<file path="config.mk">
export PLATFORM = sky130hd
export DESIGN_NAME = capacitoradj_trim_ctrl
export DESIGN_NICKNAME = d
export VERILOG_FILES = /design/src/rtl/capacitoradj_pkg.sv /design/src/rtl/capacitoradj_trim_ramp.sv /design/src/rtl/capacitoradj_trim_ctrl.sv
export SDC_FILE = /design/constraint.sdc
export NUM_CORES = 1
export LEC_CHECK = 0
export ABC_CLOCK_PERIOD_IN_PS = 6900
export CAP_MARGIN = 40
export CORE_ASPECT_RATIO = 1.2
export CORE_MARGIN = 4
export CORE_UTILIZATION = 45
export CTS_CLUSTER_SIZE = 12
export DETAILED_ROUTE_END_ITERATION = 6
export PLACE_DENSITY = 0.64
export SLEW_MARGIN = 30
export SYNTH_ARGS = -nofsm -noshare
export SYNTH_HDL_FRONTEND = slang
export SYNTH_SLANG_ARGS = --single-unit
</file>
<file path="constraint.sdc">
create_clock -name CELCLK -period 6.9 [get_ports CELCLK]
set_clock_uncertainty 0.05 [all_clocks]
set_input_delay 1.38 -clock CELCLK [delete_from_list [all_inputs] [get_ports CELCLK]]
set_output_delay 1.38 -clock CELCLK [all_outputs]
set_load 0.01 [all_outputs]
</file>
<file path="src/rtl/capacitoradj_pkg.sv">
// Shared constants, frame FSM states and the parity helper for the capacitor trim controller.
package capacitoradj_pkg;

    localparam int CAP_CODE_W    = 3;
    localparam int CAP_POR_CODE  = 7;
    localparam int CAP_FRAME_LEN = CAP_CODE_W + 1;

    typedef enum logic [1:0] {
        IDLE,
        SHIFT,
        EVAL,
        RAMP
    } trim_state_t;

    // Zero-extension does not change parity, so one width serves every frame length.
    function automatic logic odd_parity(input logic [31:0] v);
        return ^v;
    endfunction

endpackage

</file>
<file path="src/rtl/capacitoradj_trim_ramp.sv">
// Purpose: holds the trim target and slews the applied code toward it one LSB per step.
// Latency: first step STEP_CYCLES edges after the target changes; steps then every STEP_CYCLES edges.
// Backpressure: none; a new target is taken at any time without restarting the step counter.
module capacitoradj_trim_ramp #(
    parameter int                CODE_W      = 3,
    parameter logic [CODE_W-1:0] POR_CODE    = '1,
    parameter int                STEP_CYCLES = 16
) (
    input  logic              clk,
    input  logic              rst_n,
    input  logic              load,
    input  logic [CODE_W-1:0] load_code,
    output logic [CODE_W-1:0] code,
    output logic              pending_nxt
);

    localparam logic [7:0] LAST = 8'(STEP_CYCLES - 1);

    logic [CODE_W-1:0] target;
    logic [CODE_W-1:0] target_nxt;
    logic [CODE_W-1:0] code_nxt;
    logic [7:0]        cnt;
    logic [7:0]        cnt_nxt;
    logic              moving;
    logic              step;

    // Direction always comes from the target that was in force while counting,
    // so a step can only move toward a legal code and never wraps.
    always_comb begin
        target_nxt = load ? load_code : target;
        moving     = (code != target);
        step       = moving && (cnt == LAST);
        code_nxt   = code;
        cnt_nxt    = '0;
        if (moving) begin
            cnt_nxt = step ? 8'd0 : cnt + 8'd1;
        end
        if (step) begin
            code_nxt = (target > code) ? code + 1'b1 : code - 1'b1;
        end
    end

    assign pending_nxt = (code_nxt != target_nxt);

    always_ff @(posedge clk or negedge rst_n) begin
        if (!rst_n) begin
            target <= POR_CODE;
            code   <= POR_CODE;
            cnt    <= '0;
        end else begin
            target <= target_nxt;
            code   <= code_nxt;
            cnt    <= cnt_nxt;
        end
    end

endmodule

</file>
<file path="src/rtl/capacitoradj_trim_ctrl.sv">
// Purpose: serial-frame trim controller driving the MIM feedback capacitor adjust code.
// Latency: ack one cycle after sen is sampled low; first code step STEP_CYCLES edges after ack.
// Backpressure: none; frames arriving under lock or malformed are dropped and flagged in frame_err.
module capacitoradj_trim_ctrl
    import capacitoradj_pkg::*;
#(
    parameter int                CODE_W      = CAP_CODE_W,
    parameter logic [CODE_W-1:0] POR_CODE    = CODE_W'(CAP_POR_CODE),
    parameter int                STEP_CYCLES = 16
) (
    input  logic              CELCLK,
    input  logic              CELRSTN,
    input  logic              sen,
    input  logic              sdi,
    input  logic              lock,
    output logic [CODE_W-1:0] capacitoradjust,
    output logic              busy,
    output logic              ack,
    output logic              frame_err
);

    localparam int              FRAME_LEN = CODE_W + (CAP_FRAME_LEN - CAP_CODE_W);
    localparam int              BC_W      = $clog2(FRAME_LEN + 2);
    localparam logic [BC_W-1:0] BC_LEN    = BC_W'(FRAME_LEN);
    localparam logic [BC_W-1:0] BC_MAX    = BC_W'(FRAME_LEN + 1);

    trim_state_t           state;
    trim_state_t           state_nxt;
    logic                  sen_d;
    logic [FRAME_LEN-1:0]  shreg;
    logic [BC_W-1:0]       bitcnt;
    logic                  eval_ok;
    logic [CODE_W-1:0]     eval_code;
    logic                  frame_end;
    logic                  load;
    logic                  pending_nxt;

    assign frame_end = sen_d & ~sen;
    assign load      = (state == EVAL) & eval_ok;

    // Verdict is latched at frame end and applied from EVAL, so a new frame may
    // start shifting on the very next edge without disturbing it.
    always_ff @(posedge CELCLK or negedge CELRSTN) begin
        if (!CELRSTN) begin
            sen_d     <= 1'b0;
            shreg     <= '0;
            bitcnt    <= '0;
            eval_ok   <= 1'b0;
            eval_code <= POR_CODE;
        end else begin
            sen_d <= sen;
            if (sen) begin
                shreg <= {shreg[FRAME_LEN-2:0], sdi};
                if (bitcnt != BC_MAX) begin
                    bitcnt <= bitcnt + 1'b1;
                end
            end else if (frame_end) begin
                bitcnt <= '0;
            end
            if (frame_end) begin
                eval_ok   <= (bitcnt == BC_LEN) && odd_parity(32'(shreg)) && !lock;
                eval_code <= shreg[FRAME_LEN-1:1];
            end
        end
    end

    always_comb begin
        state_nxt = state;
        case (state)
            IDLE:  if (sen) state_nxt = SHIFT;
            SHIFT: if (!sen) state_nxt = EVAL;
            EVAL: begin
                if (sen)              state_nxt = SHIFT;
                else if (pending_nxt) state_nxt = RAMP;
                else                  state_nxt = IDLE;
            end
            RAMP: begin
                if (sen)               state_nxt = SHIFT;
                else if (!pending_nxt) state_nxt = IDLE;
            end
            default: state_nxt = IDLE;
        endcase
    end

    always_ff @(posedge CELCLK or negedge CELRSTN) begin
        if (!CELRSTN) begin
            state     <= IDLE;
            ack       <= 1'b0;
            frame_err <= 1'b0;
            busy      <= 1'b0;
        end else begin
            state <= state_nxt;
            ack   <= load;
            if (state == EVAL) begin
                frame_err <= ~eval_ok;
            end
            busy <= sen | (state_nxt == SHIFT) | (state_nxt == EVAL) | pending_nxt;
        end
    end

    capacitoradj_trim_ramp #(
        .CODE_W      (CODE_W),
        .POR_CODE    (POR_CODE),
        .STEP_CYCLES (STEP_CYCLES)
    ) u_ramp (
        .clk         (CELCLK),
        .rst_n       (CELRSTN),
        .load        (load),
        .load_code   (eval_code),
        .code        (capacitoradjust),
        .pending_nxt (pending_nxt)
    );

endmodule

</file>
After elaboration in Yosys (flattened, before gate mapping)
Index checks and enable logic that the tools add are counted.
Storage, ports and cells
  output and inout bits: 6
  bits in registers: 31
  logic and storage cells: 58
Cells by class
  equal/unequal tests: 11
  bitwise operators: 7
  $lt $le $gt $ge: 1
  reduce and logical (&&, ||, !) cells: 8
  add/sub/neg operators: 4
  multiplexer cells: 15
Operators by type and width (count)
  32-bit XOR reduction: 1
  3-bit 2-to-1 mux: 6
  8-bit 2-to-1 mux: 2
  2-bit 2-to-1 mux: 6
  8-bit by 1-bit adder with 8-bit output (second input constant): 1
  8-bit by 4-bit equality test with 1-bit output (second input constant): 1
  2-bit case mux with 4 select lines: 1
  3-bit by 1-bit adder with 3-bit output (second input constant): 2
  2-bit equality test (second input constant): 3
  3-bit inequality test: 2
  2-bit by 1-bit equality test with 1-bit output (second input constant): 2
  3-bit equality test (second input constant): 1
  3-bit > comparator: 1
  1-bit logical AND: 3
  3-bit inequality test (second input constant): 1
  1-bit bitwise OR: 3
  3-bit by 1-bit subtractor with 3-bit output (second input constant): 1
  1-bit AND: 2
  2-bit logical NOT: 1
  2-bit by 1-bit inequality test with 1-bit output (second input constant): 1
  1-bit inverter: 2
  2-bit AND reduction: 1
  2-bit nonzero test: 1
  1-bit logical NOT: 1

Depth between registers and ports, before layout
  depth in word-level cells: 11
  gate-level depth with buffers: 10
  depth with buffers taken out: 9

Cells and area by module
From an unflattened synthesis, not the netlist that was laid out.
Second synthesis, totals
  cell total of the unflattened synthesis: 128
  area, all modules: 1539.0 µm²
By module, submodules not included
  capacitoradj_trim_ramp: instances 1, cells each 69, area an instance 792.0 µm²
  capacitoradj_trim_ctrl: instances 1, cells each 59, area an instance 747.0 µm²

Worst setup path before layout
OpenSTA, ideal clock, no wires.
  path type: reg-to-reg
  from: register u_ramp.code[1]
  to: register state[0]
  library setup time: 0.143 ns
  stages on the path, launching flop included: 11
  setup slack: 3.667 ns
  period minus slack after synthesis: 3.233 ns
  data arrival time: 3.040 ns
  data required time: 6.707 ns
  cells stage by stage: dfstp_2 -> inv_1 -> ha_1 -> and3_1 -> clkbuf_1 -> a21oi_1 -> fa_1 -> or4_1 -> and2_1 -> a2111oi_4 -> a41oi_1
On the way
  word-level cells in the longest chain between the ends: 7
  elaborated cells on any way between the ends: 13
Ends and longest elaborated chain
  start, declared: line capacitoradj_trim_ramp.sv:13  | output logic [CODE_W-1:0] code,
  start signal, assigned: line capacitoradj_trim_ramp.sv:52  | code <= code_nxt;
  3-bit by 1-bit subtractor with 3-bit output, or another cell as far along: line capacitoradj_trim_ramp.sv:39  | code_nxt = (target > code) ? code + 1'b1 : code - 1'b1;
  3-bit 2-to-1 mux / 1-bit logical AND (equally long branches): line capacitoradj_trim_ramp.sv:39, capacitoradj_trim_ramp.sv:32
  3-bit 2-to-1 mux *: line capacitoradj_trim_ramp.sv:38  | if (step) begin
  3-bit inequality test *: line capacitoradj_trim_ramp.sv:43  | assign pending_nxt = (code_nxt != target_nxt);
  2-bit 2-to-1 mux, on equally long branches: line capacitoradj_trim_ctrl.sv:79, capacitoradj_trim_ctrl.sv:74
  2-bit 2-to-1 mux, on equally long branches: line capacitoradj_trim_ctrl.sv:78, capacitoradj_trim_ctrl.sv:73
  2-bit case mux with 4 select lines *: line capacitoradj_trim_ctrl.sv:69  | case (state)
  net state_nxt[0]: line capacitoradj_trim_ctrl.sv:28  | trim_state_t state_nxt;
  end signal, assigned: line capacitoradj_trim_ctrl.sv:92  | state <= state_nxt;
  end, declared: line capacitoradj_trim_ctrl.sv:27  | trim_state_t state;
The timed path passes the listed nets; every way through them passes the cells marked *.
A chain may end at the register's enable or synchronous reset.

Worst setup path after layout
Same ends and word-level chain as after synthesis.

==> impl_metrics.toml <==
[timing]
fin_ws_ns = 3.57
setup_tns_ns = 0
worstMarginPinSlew_ns = 0.573
setup_viol = 0
hold_ws_ns = 0.412
period_minus_slack_ns = 3.33
fmax_ghz = 0.300
hold_violations = 0
fin_crit_sh = 0.483
relSlewSlack = 0.615
slew_viol_final = 0
rsz0062_at_grt = "false"

[synth]
netlist_instances = 135
ys_ff_latch = 31
syn-num-nets = 148
ys_warn_count = 0
syn_area_um2 = 1530
yosys-top-cells-area = "dfrtp_1 36%, dfstp_2 15%, mux2_2 7.4%"
yosysSeqAreaShare = 0.516
ys_types = 34
yosysTopAreaCellShare = 0.361
syn_avg_cell_area_um2 = 11.3
yosysTopAreaCell = "dfrtp_1"

[floorplan]
die_x_um = 61.2
die_y_um = 71.8
core_um2 = 3170
rows = 22
initial_core_util = 0.482
die_area_um2 = 4390
pin_count = 11

[layout]
postLayoutCellArea_um2 = 1750
diodes = 0
num-nets-final = 163
fin_cells = 187
area_growth_pct = 14.9
drive_gt1_frac = 0.212

[route]
drtIter0Drc = 31
vias_per_cell = 5.30
drc = 0
wl_per_cell_um = 13.1
dr.pass1.iters = 4
wl_um = 2440
ant_nets = 0
vias = 992

[placement]
place_worst_setup_slack_ns = 3.59
io_buffers = 10
placed_cells = 179
placed_cell_area_um2 = 1670
gp_congestion = 0.735
place_hpwl_um = 1820

[setup_path]
crit_chain = "inv_1 > ha_1 > and3_1 > a21oi_1 > fa_1 > or4_1 > and2_1 > a2111oi_4 > a41oi_1"
crit_arrival_ns = 3.48
critPathBufInv = 1
path_delay_family = "simple AND/OR/NAND/NOR gates"
path_class = "reg2reg"
end_kind = "flip-flop"
slowest_delay_ns = 0.57
worst_setup_path_start_kind = "flip-flop"
crit_required_ns = 7.05
path_max_fanout = 9
critPathSlowestCell = "or4_1"

[global_routing]
grt_max_degree = 32
grt_pass1_wl_um = 4260
first_global_vias = 937
gr-total-overflow = 0
grtUsageTotal = 0.133
antenna_found_initial = 0

[status]
outcome = "complete, no violations"

[worst_hold_path]
hp-class = "reg2reg"

[flow_run]
cap_violations = 0

[pwr]
power_leakage_nw = 0.766
powerDensity_nw_per_um2 = 317
ir_drop_uv = 181

[clock_network]
clk_pin_slew_ns = 0.10
post_cts_buffers = 0
h-tree-depth = 2
clk_latency_ns = 0.33
cts_tree = "yes"
ctsResizeCount = 0
cts_buffers = 5
cts.path.max_buffers = 2
clock_sink_count = 31
cts-root-buf = "clkbuf_4"
hold_buffers = 0
[Yosys cell counts]
master	count
a2111oi_4	1
a21boi_0	1
a21o_1	1
a21oi_1	7
a22o_1	1
a41oi_1	2
and2_1	1
and3_1	4
and3b_1	1
clkbuf_1	3
dfrtp_1	22
dfstp_2	9
fa_1	1
ha_1	7
inv_1	11
mux2_2	10
nand2_1	8
nand2b_1	2
nand3_1	5
nand3b_1	2
nand4_1	1
nand4b_1	1
nor2_1	11
nor2b_1	1
o21ai_0	3
o21bai_1	1
o31ai_1	3
o32ai_1	1
or3_1	1
or4_1	1
or4_2	1
or4_4	2
xnor2_1	7
xor2_1	2
[stage by stage]
stage | util | total power (W)
finish | 0.554 | 0.000556
global route | 0.554 | 0.000600
CTS | 0.554 | 0.000565
detailed placement | 0.527 | 0.000415
global placement | 0.527 | 0.000406
floorplan | - | 0.000368
[cell usage in the layout (no fill, tap or decap), drive strengths merged, types with 3 or more instances in the layout]
cell type / count
dfstp: 9
or4: 4
o31ai: 3
nand2: 8
and3: 4
o21ai: 3
clkdlybuf4s50: 10
clkbuf: 6
a21oi: 7
xnor2: 7
nand3: 5
ha: 7
inv: 11
mux2: 10
dfrtp: 22
nor2: 11
[routing by layer]
metal,vias to the layer above,GRT usage,wire (um)
met5,-,0,0
met4,0,0.0506,46
met3,6,0.0595,97
met2,12,0.198,1140
met1,471,0.169,1150
li1,503,-,-
[cell type report]
cell class	instances	area [um^2]
Fill cell	272	1410
Sequential cell	31	787
Multi-Input combinational cell	90	687
Timing Repair Buffer	11	108
Clock buffer	6	51.3
Tap cell	36	45.0
Inverter	11	41.3
Clock inverter	2	35.0
[where the power goes]
part | total, W | leakage (nW) | internal [W] | switching, W
sequential | 0.000253 | 0.376 | 0.000226 | 0.0000267
clock | 0.000147 | 0.0482 | 0.0000856 | 0.0000617
combinational | 0.000156 | 0.341 | 0.0000751 | 0.0000808
[cell families (layout without fill, tap and decap cells)]
logic type | after synthesis | after routing | synth area share
mux | 10 | 10 | 0.0738
xor+xnor | 9 | 9 | 0.0516
simple gates | 42 | 42 | 0.151
buf+inv | 14 | 30 | 0.0344
fa+ha+maj | 8 | 8 | 0.0705
compound gates | 21 | 21 | 0.103
flops | 31 | 31 | 0.516
[state kept, by name, summed over array words and instances, names as in the netlist, 2 cells and up]
signal	flops
u_ramp.cnt	8
shreg	4
bitcnt	3
eval_code	3
u_ramp.code	3
u_ramp.target	3
state	2
[path summary, 6_finish.rpt]
kind                                startpoint             end  slack [ns]  cells after the start
max in group asynchronous              CELRSTN  u_ramp.code[2]        5.11                      2
worst min register to register   u_ramp.cnt[0]   u_ramp.cnt[0]        0.41                      1
worst max register to register  u_ramp.code[1]        state[0]        3.57                      9
worst max-delay path            u_ramp.code[1]        state[0]        3.57                      9
min in group asynchronous              CELRSTN   u_ramp.cnt[6]        1.37                      2
worst min-delay path             u_ramp.cnt[0]   u_ramp.cnt[0]        0.41                      1
(Power assumes the default switching activity.)
